**src/rtl/seg7_pkg.sv**
```systemverilog
// rtl/seg7_pkg.sv - shared 7-segment code table, decode helper and FSM state type
package seg7_pkg;

  localparam logic [6:0] SEG_BLANK = 7'b0;

  // Segment order {a,b,c,d,e,f,g}; index is the 3-bit value shown.
  localparam logic [6:0] SEG_CODE [0:7] = '{
    7'b1111110, 7'b0110000, 7'b1101101, 7'b1111001,
    7'b0110011, 7'b1011011, 7'b1011111, 7'b1110000
  };

  typedef enum logic {
    ST_WAIT,
    ST_SETTLE
  } seg7_state_e;

  // Returns {err, value}; unknown patterns give err=1, value=0.
  function automatic logic [3:0] seg7_decode(input logic [6:0] pat);
    logic [3:0] res;
    res = 4'b1000;
    for (int i = 0; i < 8; i++) begin
      if (pat == SEG_CODE[i]) res = {1'b0, 3'(i)};
    end
    return res;
  endfunction

endpackage

```
**src/rtl/seg7_sync.sv**
```systemverilog
// rtl/seg7_sync.sv - multi-stage synchronizer for the asynchronous segment lines
module seg7_sync #(
  parameter int SYNC_STAGES = 2,
  parameter int WIDTH       = 7
) (
  input  logic             clk,
  input  logic             rst_n,
  input  logic [WIDTH-1:0] din,
  output logic [WIDTH-1:0] dout
);

  logic [WIDTH-1:0] stg [SYNC_STAGES];

  always_ff @(posedge clk or negedge rst_n) begin
    if (!rst_n) begin
      for (int i = 0; i < SYNC_STAGES; i++) stg[i] <= '0;
    end else begin
      stg[0] <= din;
      for (int i = 1; i < SYNC_STAGES; i++) stg[i] <= stg[i-1];
    end
  end

  assign dout = stg[SYNC_STAGES-1];

endmodule

```
**src/rtl/seg7_capture_decoder.sv**
```systemverilog
// rtl/seg7_capture_decoder.sv - settles, decodes and streams patterns seen on the 7-seg link
module seg7_capture_decoder
  import seg7_pkg::*;
#(
  parameter int SYNC_STAGES   = 2,
  parameter int STABLE_CYCLES = 4
) (
  input  logic       clk,
  input  logic       rst_n,
  input  logic       seg_a,
  input  logic       seg_b,
  input  logic       seg_c,
  input  logic       seg_d,
  input  logic       seg_e,
  input  logic       seg_f,
  input  logic       seg_g,
  input  logic       out_ready,
  input  logic       clr_overrun,
  output logic       out_valid,
  output logic [2:0] out_value,
  output logic       out_err,
  output logic       overrun
);

  localparam int CW = $clog2(STABLE_CYCLES) + 1;
  localparam logic [CW-1:0] CNT_LAST = CW'(STABLE_CYCLES - 1);

  logic [6:0]    raw_pat;
  logic [6:0]    sync_pat;
  logic [6:0]    cand;
  logic [6:0]    last_pat;
  logic [CW-1:0] cnt;
  seg7_state_e   state;
  logic          res_pend;
  logic [3:0]    res_dec;

  assign raw_pat = {seg_a, seg_b, seg_c, seg_d, seg_e, seg_f, seg_g};

  seg7_sync #(
    .SYNC_STAGES (SYNC_STAGES),
    .WIDTH       (7)
  ) u_sync (
    .clk   (clk),
    .rst_n (rst_n),
    .din   (raw_pat),
    .dout  (sync_pat)
  );

  // Settling FSM; an accepted pattern becomes a one-cycle result pulse.
  always_ff @(posedge clk or negedge rst_n) begin
    if (!rst_n) begin
      state    <= ST_WAIT;
      cand     <= '0;
      cnt      <= '0;
      last_pat <= '0;
      res_pend <= 1'b0;
      res_dec  <= '0;
    end else begin
      res_pend <= 1'b0;
      case (state)
        ST_WAIT: begin
          if (sync_pat != cand) begin
            cand  <= sync_pat;
            cnt   <= '0;
            state <= ST_SETTLE;
          end
        end
        ST_SETTLE: begin
          if (sync_pat != cand) begin
            cand <= sync_pat;
            cnt  <= '0;
          end else if (cnt < CNT_LAST) begin
            cnt <= cnt + 1'b1;
          end else begin
            state <= ST_WAIT;
            if (cand != last_pat) begin
              last_pat <= cand;
              if (cand != SEG_BLANK) begin
                res_pend <= 1'b1;
                res_dec  <= seg7_decode(cand);
              end
            end
          end
        end
        default: state <= ST_WAIT;
      endcase
    end
  end

  // Output holding register; a result arriving while the sink stalls is dropped.
  always_ff @(posedge clk or negedge rst_n) begin
    if (!rst_n) begin
      out_valid <= 1'b0;
      out_value <= '0;
      out_err   <= 1'b0;
      overrun   <= 1'b0;
    end else begin
      if (res_pend) begin
        if (!out_valid || out_ready) begin
          out_valid <= 1'b1;
          out_err   <= res_dec[3];
          out_value <= res_dec[2:0];
        end
      end else if (out_valid && out_ready) begin
        out_valid <= 1'b0;
      end

      if (res_pend && out_valid && !out_ready) begin
        overrun <= 1'b1;
      end else if (clr_overrun) begin
        overrun <= 1'b0;
      end
    end
  end

endmodule

```
**config.mk**
```make
export PLATFORM = sky130hd
export DESIGN_NAME = seg7_capture_decoder
export DESIGN_NICKNAME = d
export VERILOG_FILES = /design/src/rtl/seg7_pkg.sv /design/src/rtl/seg7_sync.sv /design/src/rtl/seg7_capture_decoder.sv
export SDC_FILE = /design/constraint.sdc
export NUM_CORES = 1
export LEC_CHECK = 0
export ABC_AREA = 1
export CAP_MARGIN = 20
export CORE_MARGIN = 5
export CORE_UTILIZATION = 46
export DETAILED_ROUTE_END_ITERATION = 12
export PLACE_DENSITY = 0.68
export RECOVER_POWER = 25
export SETUP_SLACK_MARGIN = 0.02
export SYNTH_ARGS = -nofsm -noshare
export SYNTH_HDL_FRONTEND = slang
export SYNTH_SLANG_ARGS = --single-unit
```
**constraint.sdc**
```tcl
create_clock -name clk -period 1.45 [get_ports clk]
set_input_delay 0.29 -clock clk [delete_from_list [all_inputs] [get_ports clk]]
set_output_delay 0.29 -clock clk [all_outputs]
set_load 0.05 [all_outputs]
```
* Word level (Yosys, flattened, before mapping)
Cells that the tools add are included.
** Operators by class
- Add/sub/neg operators :: 1
- Bitwise gates (word level) :: 3
- Multiplexer cells :: 27
- Reduce and logical (&&, ||, !) cells :: 14
- Equality and inequality tests :: 13
- Magnitude comparators :: 1
** Operators with widths (number)
- $eq 7x7->1 const B :: 6
- $mux 4 :: 8
- $eq 7x6->1 const B :: 2
- $ne 7x7->1 :: 2
- $mux 1 :: 13
- $mux 3 :: 3
- $mux 7 :: 1
- $reduce_bool 7->1 :: 1
- $pmux 3 s2 :: 1
- $reduce_and 2->1 :: 3
- $reduce_and 5->1 :: 1
- $reduce_and 4->1 :: 1
- $reduce_bool 2->1 :: 2
- $add 3x1->3 const B :: 1
- $logic_and 1x1->1 :: 3
- $lt 3x2->1 const B :: 1
- $ne 3x1->1 const B :: 1
- $not 1->1 :: 3
- $logic_not 1->1 :: 2
- $ne 2x1->1 const B :: 1
- $ne 2x2->1 const B :: 1
- $pmux 1 s2 :: 1
- $logic_or 1x1->1 :: 1
** Word-level totals
- Bits in registers :: 43
- Logic and storage cells :: 71
- Output and inout port bits :: 6
- Input bits :: 11

* Logic depth before layout (Yosys ltp)
Gate-level depths: netlist of run 1.
- Word-level depth :: 9
- Depth in mapped cells :: 12
- Mapped depth without buffers :: 11

* Modules after synthesis
From an unflattened synthesis of run 1, not the netlist that was laid out.
** Second synthesis, totals
- Cell total of the unflattened synthesis :: 216
- Area total of the unflattened synthesis :: 1911.8 µm²
** Modules (own cells, without submodules)
- seg7_capture_decoder :: area each 1508.9 µm², sequential area each 725.7 µm², cells an instance 195, instances 1
- seg7_sync :: area each 402.9 µm², sequential area each 350.3 µm², cells an instance 21, instances 1

* Least setup slack after synthesis of run 1
OpenSTA, ideal clock, no wires.
- Path kind :: flip-flop to flip-flop
- From :: register cand[5]
- To :: register last_pat[1]
- Required time :: 1.333 ns
- Path slack :: 0.058 ns
- Cell stages (with the launch flop) :: 11
- Library setup time :: 0.117 ns
- Path buffers :: 2
- Arrival :: 1.275 ns
- Period minus slack after synthesis :: 1.392 ns
- Cell sequence :: dfrtp_1 > buf_6 > inv_4 > nand2_1 > nand2_4 > nand3_1 > nor2_4 > nand3_4 > buf_6 > nand2_2 > o21ai_2
** On the way
- Word-level cells in the longest chain between the ends :: 3
- Elaborated cells on any way between the ends :: 4
- Classes of those cells :: 2 x eq/ne; 1 x bitwise; 1 x reduce/logical
** Ends and longest elaborated chain
- from (decl) :: RTL line seg7_capture_decoder.sv:30 : logic [6:0] cand;
- from (signal assigned) :: RTL line seg7_capture_decoder.sv:63 : cand <= sync_pat;
- from (signal assigned) :: RTL line seg7_capture_decoder.sv:70 : cand <= sync_pat;
- $ne 7x7->1 :: RTL line seg7_capture_decoder.sv:69 : if (sync_pat != cand) begin
- $not 1->1 (no line)
- $reduce_and 4->1 (no line) *
- to (signal assigned) :: RTL line seg7_capture_decoder.sv:77 : last_pat <= cand;
- to (decl) :: RTL line seg7_capture_decoder.sv:31 : logic [6:0] last_pat;
Mark *: on every way between the ends. The rest lies on a longest branch, timed or not.
A chain may end at the register's enable or synchronous reset.

* Worst setup path in the final report of run 1
- From :: register cand[5]
- To :: register last_pat[0]
The elaborated chain is that of the path after synthesis.

==> run metrics, run 1 <==
routability cong. 0.8534; CTS Buf Count 5; run status finished, final reports clean; Tot Pwr 2.353 mW; pre-CTS setup slack -0.01756 ns; Synth Register Bits 43; crit path DAT 1.62 ns; 1st-iter DRT viols 47; Max-slew headroom 0.7607; clock sinks 43; GRT Overall Usage 0.1265; worst hold start u_sync.stg[9]; actual slew at the worst max-slew pin 0.3586 ns; drt via density 4.658; routed len/inst 11.14 µm; htree depth 2; I/O Buffers 16; slack of the worst reg-to-reg path 0.03 ns; Initial Utilization 0.4739; worst hold path endpoint u_sync.dout[2]; crit path kind flip-flop to flip-flop; crit path launch type flip-flop; Min-Delay Path Class flip-flop to flip-flop; Power Density 893.0 nW/µm²; CTS clk-pin slew, worst paths 0.08 ns; Cell Area, Synth 2063 µm²; Lkg Pwr 1.296 nW; Final min period 1.425 ns; fraction of registers with async set/reset 1.000; cell count after synthesis 237; design area 2635 µm²; largest net degree at the start of global routing 44; f_max 0.7018 GHz; die height 76.97 µm; final setup violation count 0; required time worst endpoint 1.64 ns; TritonCTS clock tree yes; area fraction of the dominant cell type after synthesis 0.5215; most common flop cell mapped by yosys dfrtp_1; Reg-to-Reg Start cand[5]; Vias 1500; first-pass GRT wire length 6065 µm; WHS Path Cells 0; Detailed Route WL 3588 µm; Post-synth EDFFs 0; layout cell share with drive strength beyond 1 0.3667; Clk Latency, worst-skew pair 0.29 ns; period utilization 0.9827; Mean Syn Cell Area 8.706 µm²; max-slew violations 0; Routed Antenna Nets 0; most common cell in the netlist nand2_1; Netlist cell types 24; number of global-route vias before repair 1437; Setup TNS Final 0 ns; warnings from Yosys 0; Net Count, Synth 249; final hold slack 0.3467 ns; Reg-to-Reg End last_pat[0]; core footprint 4354 µm²; Max-Cap Viols 0; DRT Pass-1 Iters 4; P&R area growth vs syn 27.71%; grt ovf 0; Setup WS post-layout 0.02509 ns; Max rail drop VDD 0.0004693 V; Max FO, Critical Path 6; antenna violations before repair 0; Root Driver clkbuf_8; FF-to-FF path depth 8; RSZ-0062 raised after global routing true; Hold Vio Cnt, Final 0; fill cell count 353; ant diodes 0; Die Area 5924 µm²; clk buf depth 2; final-stage net count 282; post-detail-place hpwl 2532 µm; Synth top cells by count nand2_1, dfrtp_1, inv_1; worst-case clock skew 0.009177 ns; dominant cell type by area after synthesis dfrtp_1; IO Pins 17; placed inst area 2397 µm²; CP Capture Type flip-flop; # DRC 0; Synth area leaders dfrtp_1, nand2_1, inv_1; register area share after synthesis 0.5215; Rows 24; Die X-Extent 76.97 µm
[layout by cell type, fill, tap and decap left out]
cell type	Yosys	final
buf_2	0	1
inv_2	7	6
o22ai_1	1	1
o21ai_1	0	2
dlygate4sd3_1	0	8
xnor2_1	4	3
bufinv_16	0	1
o21ai_2	6	6
dfrtp_1	43	38
clkbuf_8	0	5
clkbuf_1	7	1
a21oi_1	3	2
inv_1	25	24
xnor2_2	0	1
nor2_1	21	16
nand3_1	12	9
ha_1	1	1
nand4_1	2	2
clkdlybuf4s50_1	0	2
nor2_2	2	7
nand2_4	1	1
dfrtp_2	0	5
mux2_2	4	4
buf_12	0	7
nand2_1	67	59
buf_6	4	2
nand3_2	0	3
a21oi_2	0	1
nand3_4	1	2
o2111ai_1	1	1
nand2_2	14	22
nor3_1	2	2
nor2_4	5	5
buf_4	0	16
inv_4	2	4
[layer usage]
layer	routed length (µm)	vias to the layer above	GRT usage	share of wire
li1	-	780	-	-
met1	1625	691	0.1557	0.45
met2	1721	22	0.2063	0.48
met3	169	7	0.03864	0.047
met4	72	0	0.05155	0.020
met5	0	-	0	0
[power breakdown]
part | leakage (nW) | switching, mW | internal [mW]
logic | 0.703 | 0.122 | 0.0969
clock network | 0.0513 | 0.373 | 0.504
registers | 0.542 | 0.0267 | 1.23
[cells by family after synthesis]
kind of cell / after synthesis / synth area share
DFF: 43 / 0.5215
muxes: 4 / 0.02183
xor gates and xnor gates: 4 / 0.01698
AOI/OAI and AO/OA: 13 / 0.04488
adders and majority gates: 1 / 0.006063
buffers and inverters: 45 / 0.09885
and+or+nand+nor: 127 / 0.2899
[worst max-delay path by stage]
| stage | cells past startpoint | endpoint | from |
|---|---|---|---|
| 6_report | 8 | last_pat[0] | cand[5] |
| 4_1_cts | 9 | last_pat[3] | cand[5] |
| 3_3_place_gp | 8 | res_dec[1] | cand[0] |
| 3_5_place_dp | 9 | last_pat[0] | cand[3] |
| 2_1_floorplan | 10 | last_pat[1] | cand[5] |
| 5_1_grt | 8 | last_pat[0] | cand[5] |
[sequential cells by signal (all words and copies together) (netlist names)]
signal	count
cand	7
cnt	3
last_pat	7
out_err	1
out_valid	1
out_value	3
overrun	1
res_dec	4
res_pend	1
state	1
u_sync.dout	7
u_sync.stg	7
[cell type report]
| cell class | instances | area (µm²) | area share |
|---|---|---|---|
| Clock buffer | 6 | 72.57 | 0.02754 |
| Clock inverter | 1 | 30.03 | 0.01140 |
| Inverter | 34 | 137.6 | 0.05223 |
| Multi-Input combinational cell | 150 | 859.6 | 0.3262 |
| Sequential cell | 43 | 1082 | 0.4107 |
| Tap cell | 52 | 65.06 | 0.02469 |
| Timing Repair Buffer | 36 | 387.9 | 0.1472 |
[per-stage QoR]
stage / instances / util
2_1_floorplan: 237 / -
3_3_place_gp: 309 / 0.5506
3_5_place_dp: 309 / 0.5506
4_1_cts: 318 / 0.5825
5_1_grt: 322 / 0.6052
6_report: 322 / 0.6052
[what timing repair did]
action | 4_1_cts | 5_1_grt
gates cloned | 1 | 0
hold buffers | 1 | 0
setup buffers | 0 | 4
resized for setup | 4 | 27
endpoints found under the hold margin | 43 | 0
endpoints found under the setup margin | 10 | 13
pin swaps | 2 | 5
[worst max-delay path, cell delays in order, from the launching register on]
cell and delay, ns:
dfrtp_2 0.44, inv_4 0.06, nand2_1 0.08, nand2_4 0.07, nand3_1 0.13, nor2_4 0.21, nand3_4 0.16, nand2_1 0.11
o21ai_2 0.05
No activity file was read; power rests on OpenSTA's default activity.
==> inputs of run 2 (changes only) <==
--- a/config.mk
+++ b/config.mk
@@ -6,6 +6,7 @@
 export NUM_CORES = 1
 export LEC_CHECK = 0
 export ABC_AREA = 1
+export ABC_CLOCK_PERIOD_IN_PS = 1450
 export CAP_MARGIN = 20
 export CORE_MARGIN = 5
 export CORE_UTILIZATION = 46
==> results of run 2 <==
Final layout, timing and power as in run 1 (identical DEF).
==> inputs of run 3 (changes only) <==
--- a/config.mk
+++ b/config.mk
@@ -12,7 +12,6 @@
 export CORE_UTILIZATION = 46
 export DETAILED_ROUTE_END_ITERATION = 12
 export PLACE_DENSITY = 0.68
-export RECOVER_POWER = 25
 export SETUP_SLACK_MARGIN = 0.02
 export SYNTH_ARGS = -nofsm -noshare
 export SYNTH_HDL_FRONTEND = slang
==> run 3 against run 2 <==
Compared with the run above: cell count is the same; via count is the same; power grew 0.16%; clock power is essentially flat; largest power group unchanged.
==> run metrics, run 3 (synthesized netlist as in run 1, its figures left out) <==
GRT Overall Usage 0.1265; Max FO, Critical Path 6; first-pass GRT wire length 6065 µm; final hold slack 0.3467 ns; Min-Delay Path Class flip-flop to flip-flop; DP Cell Count 309; antenna violations before repair 0; slack of the worst reg-to-reg path 0.03 ns; Final min period 1.425 ns; period utilization 0.9827; clock sinks 43; CP Launch Point cand[5]; commonest cells after routing, fill and taps aside nand2_1, dfrtp_1, inv_1, nand2_2; ant diodes 0; largest net degree at the start of global routing 44; I/O Buffers 16; Reg-to-Reg Start cand[5]; layout cell share with drive strength beyond 1 0.3667; Max rail drop VDD 0.0004715 V; Root Driver clkbuf_8; Vias 1500; run status finished, final reports clean; Max-Cap Viols 0; P&R area growth vs syn 27.71%; area occupied by registers 1082 µm²; die height 76.97 µm; routed len/inst 11.14 µm; Rows 24; drt via density 4.658; CTS clk-pin slew, worst paths 0.08 ns; worst-case clock skew 0.009177 ns; grt ovf 0; fill cell count 353; Hold Vio Cnt, Final 0; IO Pins 17; final-stage net count 282; Routed Antenna Nets 0; final setup violation count 0; clk buf depth 2; RSZ-0062 raised after global routing true; Final Instance Count excl. Fillers 322; crit path kind flip-flop to flip-flop; actual slew at the worst max-slew pin 0.3586 ns; Max-slew headroom 0.7607; f_max 0.7018 GHz; crit path DAT 1.62 ns; htree depth 2; max-slew violations 0; Initial Utilization 0.4739; worst hold path endpoint u_sync.dout[2]; FF-to-FF path depth 8; Lkg Pwr 1.294 nW; number of global-route vias before repair 1437; CTS Buf Count 5; Power Density 894.5 nW/µm²; post-detail-place hpwl 2532 µm; commonest non-fill, non-tap cell in the layout nand2_1; required time worst endpoint 1.64 ns; Clk Latency, worst-skew pair 0.29 ns; TritonCTS clock tree yes; Detailed Route WL 3588 µm; DRT Pass-1 Iters 4; Reg-to-Reg End last_pat[0]; crit path launch type flip-flop; worst hold start u_sync.stg[9]; core footprint 4354 µm²; CP Capture Type flip-flop; 1st-iter DRT viols 47; multi-input logic area 859.6 µm²; routability cong. 0.8534; Die Area 5924 µm²; Setup TNS Final 0 ns; Die X-Extent 76.97 µm; # DRC 0; WHS Path Cells 0
## run 3: cell types whose count changed in the layout (fill, tap and decap cells not counted), sizes merged
cell / change
dlygate4sd3: -7
clkdlybuf4s50: +7
## run 3: how the worst max path moves through the flow
| stage | endpoint | slack [ns] | depth (start not counted) |
|---|---|---|---|
| floorplan | last_pat[1] | 0.06 | 10 |
| global placement | res_dec[1] | 0.01 | 8 |
| detailed placement | last_pat[0] | -0.02 | 9 |
| CTS | last_pat[3] | -0.01 | 9 |
| global route | last_pat[0] | -0.08 | 8 |
| finish | last_pat[0] | 0.03 | 8 |
## run 3: area by class of cell
cell class              instances  share of cell area
clock inverters                 1             0.01140
well taps                      52             0.02469
flip-flops and latches         43              0.4107
multi-input cells             150              0.3262
repair buffers                 36              0.1472
clock buffers                   6             0.02754
inverters                      34             0.05223
## run 3: worst max-delay path, cell delays in order (launching register included)
cell     delay [ns]
dfrtp_2        0.44
inv_4          0.06
nand2_1        0.08
nand2_4        0.07
nand3_1        0.13
nor2_4         0.21
nand3_4        0.16
nand2_1        0.11
o21ai_2        0.05
## run 3: power breakdown
group	switching [mW]	internal [mW]
Sequential	0.0267	1.23
Combinational	0.122	0.101
Clock	0.373	0.504
Total	0.522	1.83
## run 3: metrics by stage
stage / setup slack (ns) / util / power, mW / instance area, µm²
5_1_grt: -0.07611 / 0.6052 / 2.462 / 2635
2_1_floorplan: 0.05796 / - / 1.391 / 2063
3_3_place_gp: 0.01310 / 0.5506 / 1.475 / 2397
3_5_place_dp: -0.01756 / 0.5506 / 1.478 / 2397
6_report: 0.02509 / 0.6052 / 2.357 / 2635
4_1_cts: -0.01132 / 0.5825 / 2.378 / 2536
## run 3: timing repair
action	4_1_cts	5_1_grt
setup buffers	0	4
setup endpoints to repair	10	13
pin swaps	2	5
gates resized for setup	4	27
endpoints found under the hold margin	43	0
hold buffers	1	0
gates cloned	1	0
## run 3: layer usage
layer | vias up | share of wire | GRT usage
met1 | 691 | 0.45 | 0.1557
met3 | 7 | 0.047 | 0.03864
met4 | 0 | 0.020 | 0.05155
li1 | 780 | - | -
met2 | 22 | 0.48 | 0.2063
met5 | - | 0 | 0
